--- src/rtl/mem_request_arbiter.sv ---
// Arbitrates the fetch and load/store channels onto one single-port memory bus,
// holding each access until the memory completes it or it times out.
module mem_request_arbiter #(
    parameter int ADDR_W        = 32,
    parameter int DATA_W        = 32,
    parameter int DATA_PRIORITY = 1,
    parameter int TIMEOUT       = 255
) (
    input  logic                CLK,
    input  logic                nRST,
    input  logic                i_req,
    input  logic [ADDR_W-1:0]   i_addr,
    output logic [DATA_W-1:0]   i_rdata,
    output logic                i_ready,
    input  logic                d_ren,
    input  logic                d_wen,
    input  logic [ADDR_W-1:0]   d_addr,
    input  logic [DATA_W-1:0]   d_wdata,
    input  logic [DATA_W/8-1:0] d_be,
    output logic [DATA_W-1:0]   d_rdata,
    output logic                d_ready,
    output logic                m_ren,
    output logic                m_wen,
    output logic [ADDR_W-1:0]   m_addr,
    output logic [DATA_W-1:0]   m_wdata,
    output logic [DATA_W/8-1:0] m_be,
    input  logic [DATA_W-1:0]   m_rdata,
    input  logic                m_busy,
    output logic                err
);
    localparam int BE_W = DATA_W / 8;
    localparam int CNT_W = (TIMEOUT > 1) ? $clog2(TIMEOUT + 1) : 1;
    localparam logic [CNT_W-1:0] CNT_LAST = CNT_W'((TIMEOUT > 0) ? TIMEOUT - 1 : 0);
    localparam bit DPRI = (DATA_PRIORITY != 0);

    typedef enum logic [1:0] {IDLE, IBUS, DBUS} state_e;

    state_e              state_q, state_d;
    logic                m_ren_q, m_ren_d, m_wen_q, m_wen_d;
    logic [ADDR_W-1:0]   m_addr_q, m_addr_d;
    logic [DATA_W-1:0]   m_wdata_q, m_wdata_d;
    logic [BE_W-1:0]     m_be_q, m_be_d;
    logic [DATA_W-1:0]   i_rdata_q, i_rdata_d, d_rdata_q, d_rdata_d;
    logic                i_ready_q, i_ready_d, d_ready_q, d_ready_d;
    logic                err_q, err_d;
    logic                last_d_q, last_d_d;
    logic [CNT_W-1:0]    cnt_q, cnt_d;
    logic                i_elig, d_elig, pick_d, done, tmo;

    // A channel whose ready pulse is high is still holding its old level request.
    assign i_elig = i_req & ~i_ready_q;
    assign d_elig = (d_ren | d_wen) & ~d_ready_q;
    assign pick_d = d_elig & (~i_elig | DPRI | ~last_d_q);
    assign done   = ~m_busy;
    assign tmo    = (TIMEOUT != 0) && m_busy && (cnt_q == CNT_LAST);

    always_comb begin
        state_d   = state_q;
        m_ren_d   = m_ren_q;
        m_wen_d   = m_wen_q;
        m_addr_d  = m_addr_q;
        m_wdata_d = m_wdata_q;
        m_be_d    = m_be_q;
        i_rdata_d = i_rdata_q;
        d_rdata_d = d_rdata_q;
        i_ready_d = 1'b0;
        d_ready_d = 1'b0;
        err_d     = err_q;
        last_d_d  = last_d_q;
        cnt_d     = cnt_q;
        case (state_q)
            IDLE: begin
                cnt_d = '0;
                if (pick_d) begin
                    state_d   = DBUS;
                    last_d_d  = 1'b1;
                    m_wen_d   = d_wen;
                    m_ren_d   = ~d_wen;
                    m_addr_d  = d_addr;
                    m_wdata_d = d_wen ? d_wdata : '0;
                    m_be_d    = d_wen ? d_be : '1;
                end else if (i_elig) begin
                    state_d   = IBUS;
                    last_d_d  = 1'b0;
                    m_ren_d   = 1'b1;
                    m_wen_d   = 1'b0;
                    m_addr_d  = i_addr;
                    m_wdata_d = '0;
                    m_be_d    = '1;
                end
            end
            IBUS, DBUS: begin
                if (done || tmo) begin
                    state_d = IDLE;
                    m_ren_d = 1'b0;
                    m_wen_d = 1'b0;
                    err_d   = err_q | tmo;
                    if (state_q == IBUS) begin
                        i_ready_d = 1'b1;
                        i_rdata_d = tmo ? '0 : m_rdata;
                    end else begin
                        d_ready_d = 1'b1;
                        if (tmo)          d_rdata_d = '0;
                        else if (m_ren_q) d_rdata_d = m_rdata;
                    end
                end else begin
                    cnt_d = cnt_q + 1'b1;
                end
            end
            default: state_d = IDLE;
        endcase
    end

    always_ff @(posedge CLK or negedge nRST) begin
        if (!nRST) begin
            state_q   <= IDLE;
            m_ren_q   <= 1'b0;
            m_wen_q   <= 1'b0;
            m_addr_q  <= '0;
            m_wdata_q <= '0;
            m_be_q    <= '0;
            i_rdata_q <= '0;
            d_rdata_q <= '0;
            i_ready_q <= 1'b0;
            d_ready_q <= 1'b0;
            err_q     <= 1'b0;
            last_d_q  <= 1'b0;
            cnt_q     <= '0;
        end else begin
            state_q   <= state_d;
            m_ren_q   <= m_ren_d;
            m_wen_q   <= m_wen_d;
            m_addr_q  <= m_addr_d;
            m_wdata_q <= m_wdata_d;
            m_be_q    <= m_be_d;
            i_rdata_q <= i_rdata_d;
            d_rdata_q <= d_rdata_d;
            i_ready_q <= i_ready_d;
            d_ready_q <= d_ready_d;
            err_q     <= err_d;
            last_d_q  <= last_d_d;
            cnt_q     <= cnt_d;
        end
    end

    assign m_ren   = m_ren_q;
    assign m_wen   = m_wen_q;
    assign m_addr  = m_addr_q;
    assign m_wdata = m_wdata_q;
    assign m_be    = m_be_q;
    assign i_rdata = i_rdata_q;
    assign d_rdata = d_rdata_q;
    assign i_ready = i_ready_q;
    assign d_ready = d_ready_q;
    assign err     = err_q;
endmodule

--- config.mk ---
export PLATFORM = sky130hd
export DESIGN_NAME = mem_request_arbiter
export DESIGN_NICKNAME = d
export VERILOG_FILES = /design/src/rtl/mem_request_arbiter.sv
export SDC_FILE = /design/constraint.sdc
export NUM_CORES = 1
export LEC_CHECK = 0
export ABC_AREA = 1
export ABC_CLOCK_PERIOD_IN_PS = 2700
export BUFFER_PORTS_ARGS = -buffer_cell sky130_fd_sc_hd__buf_2
export CAP_MARGIN = 20
export CELL_PAD_IN_SITES_DETAIL_PLACEMENT = 1
export CELL_PAD_IN_SITES_GLOBAL_PLACEMENT = 1
export CORE_MARGIN = 2
export CORE_UTILIZATION = 37
export DETAILED_ROUTE_END_ITERATION = 6
export PLACE_DENSITY_LB_ADDON = 0.08
export SETUP_SLACK_MARGIN = 0.15
export SLEW_MARGIN = 20
export SYNTH_ARGS = -nofsm -noshare
export SYNTH_HDL_FRONTEND = slang
export SYNTH_SLANG_ARGS = --single-unit
export TNS_END_PERCENT = 50
--- constraint.sdc ---
create_clock -name CLK -period 2.7 [get_ports CLK]
set_clock_uncertainty 0.1 [all_clocks]
set_input_delay 0 -clock CLK [delete_from_list [all_inputs] [get_ports CLK]]
set_output_delay 0 -clock CLK [all_outputs]
set_load 0.02 [all_outputs]
==> flow_metrics.tcl <==
set metrics [dict create \
    fmax_mhz 415 \
    netlist.area_leader.share_pct 56.5 \
    slew_headroom_pct 54.8 \
    use_met3_pct 5.59 \
    min_period_ps 2410 \
    critical_path_required_ps 2960 \
    use_met2_pct 42.7 \
    clkSinkCount 147 \
    htree_levels 4 \
    synthTopCellsByCount "209 x nand2_1, 147 x dfrtp_1, 79 x inv_1, 52 x o21ai_1, 47 x nand3_1" \
    status "complete, no violations" \
    final.setup.tns_ps 0 \
    cts_made_buffers 17 \
    drt-pass1-iter-count 5 \
    synth_nets 885 \
    initial_utilization_pct 37.8 \
    fp.dieH_um 137 \
    overflow 0 \
    yosysWarnings 0 \
    placed_cell_area_sq_mm 0.00803 \
    final_cell_area_sq_mm 0.0101 \
    post-dp-hpwl_mm 13.7 \
    rsz0062_at_grt "true" \
    grt_use_met1_pct 29.2 \
    drtAntennaViolNets 0 \
    synth_compound_area_share_pct 12.5 \
    wl_mm 23.0 \
    fin_util_pct 58.5 \
    synthSimpleGateAreaFrac_pct 20.7 \
    power_density_mw_per_mm2 1160 \
    die_x_um 137 \
    globalplace.congestion 0.758 \
    drt-wirelength-per-cell_um 16.6 \
    synth.area.top_cells "dfrtp_1 57%, nand2_1 12%, inv_1 4.6%" \
    hold_ws_ps 16.5 \
    finalSetupViolations 0 \
    crit_arrival_ps 2670 \
    cp-start-kind "register" \
    p_leak_nw 5.26 \
    insertion_delay_ps 430 \
    clockBufferDepth 2 \
    grt_pass1_vias 7051 \
    io_pins 275 \
    grt_pass1_wl_mm 35.7 \
    stdcell_count 1391 \
    io_buffers 274 \
    area_delta_synth_final_pct 54.8 \
    top_usage_layer "met2" \
    synth_mux_area_share_pct 0 \
    ys_ff_latch 147 \
    viasPerCell 4.79 \
    worstPathMaxFanout 80 \
    hp-class "in -> reg" \
    placedCellCount 1210 \
    netlist.top_cell.by_area "dfrtp_1" \
    worst_pin_slew_ps 678 \
    async_flop_share_pct 100 \
    yosysMostFrequentCell "nand2_1" \
    ir_drop_mv 0.591 \
    grt_max_degree 81 \
    syn_avg_cell_area_sq_um 8.76 \
    drt_iter0_drc 280 \
    die-area_sq_mm 0.0187 \
    slew_violations 0 \
    ys_seq_area_share_pct 56.5 \
    layout.nets 1291 \
    crit_type "reg -> reg" \
    synthCells 743 \
    setup_ws_ps 289 \
    synth-adder-area-share_pct 0.769 \
    antenna_found_initial 2 \
    grtUsageTotal_pct 24.7 \
    cts_tree "yes" \
    coreArea_sq_mm 0.0172 \
    worstSetupEndpointType "register" \
    cap_violations 0 \
    rows 48 \
    synth_top_family_by_area "simple AND/OR/NAND/NOR gates" \
    hold_violations 0 \
    vias 6663 \
    ys.flop_type "dfrtp_1" \
    p_total_mw 11.6 \
    synth_xor_area_share_pct 0.404 \
    pre_cts_slack_ps 657 \
    drc_errors 0 \
    period_share_pct 89.3 \
    synth_edf_count 0 \
    ys_types 26 \
    netlist_area_sq_mm 0.00651 \
    layout-drive-gt1-share_pct 30.2 \
    clkSlewWorstSetupHoldPaths_ps 60 \
    root_buffer "clkbuf_16" \
]
==> cell families (layout without fill, tap and decap cells) <==
family,after synthesis,count (layout)
flops,147,147
xor+xnor,3,3
fa+ha+maj,4,4
simple gates,316,316
compound gates,146,146
other cells,0,4
buf+inv,127,546
==> final timing paths <==
check                            start          end  slack (ps)  cells past startpoint
max                         state_q[0]   m_addr[10]         290                      9
min                              i_req   state_q[1]          20                      6
max reg2reg                 state_q[0]   m_addr[10]         290                      9
min reg2reg                d_rdata[30]  d_rdata[30]         380                      2
max in group asynchronous         nRST   m_addr[14]        1740                      3
min in group asynchronous         nRST   i_rdata[5]          30                      2
==> metal layers <==
metal	wire [um]	part of all wire, %
met2	11700	51
met4	818	3.5
met3	1220	5.3
met5	0	0
met1	9330	40
==> state kept, by name (all words and copies together) (netlist names) <==
| register | cells |
|---|---|
| m_ren | 1 |
| i_ready | 1 |
| err | 1 |
| d_ready | 1 |
| m_wen | 1 |
| m_addr | 32 |
| cnt_q | 8 |
| i_rdata | 32 |
| m_be | 4 |
| d_rdata | 32 |
| state_q | 2 |
| m_wdata | 32 |
==> cell usage in the layout, fill, tap and decap left out, types with 4 or more instances in the layout <==
cell,n
ha_1,4
o21ai_0,44
dlygate4sd3_1,139
nand2_1,209
diode_2,4
inv_1,79
nand3_1,47
buf_4,14
buf_2,273
clkinvlp_4,4
a21oi_1,5
nand2_2,6
dfrtp_1,147
a31oi_1,32
nor2_1,44
o21ai_2,11
clkbuf_16,17
o21ai_1,52
==> power breakdown <==
part | switching [mW] | internal (mW)
combinational | 3.57 | 1.99
clock | 0.937 | 1.48
sequential | 0.498 | 3.17
==> what timing repair did <==
action,4_1_cts,5_1_grt
hold endpoints to repair,220,0
setup endpoints to repair,0,19
resized for setup,0,1
hold buffers,139,0
setup buffers,0,6
==> cell type report <==
class / instances / area (sq um)
fill: 2049 / 7160
sequential: 147 / 3680
timing repair buffer: 431 / 2950
multi-input combinational: 469 / 2250
clock buffer: 20 / 447
inverter: 83 / 312
tap: 225 / 282
clock inverter: 12 / 153
antenna: 4 / 10.0
==> worst max-delay path, stage by stage, from the launching register on <==
cell and delay (ps):
dfrtp_1 380, inv_1 70, ha_1 240, inv_1 110, a21oi_4 130, buf_4 150, buf_12 280, nor2_1 90
a31oi_1 190, dlygate4sd3_1 580
(Power assumes the default switching activity.)
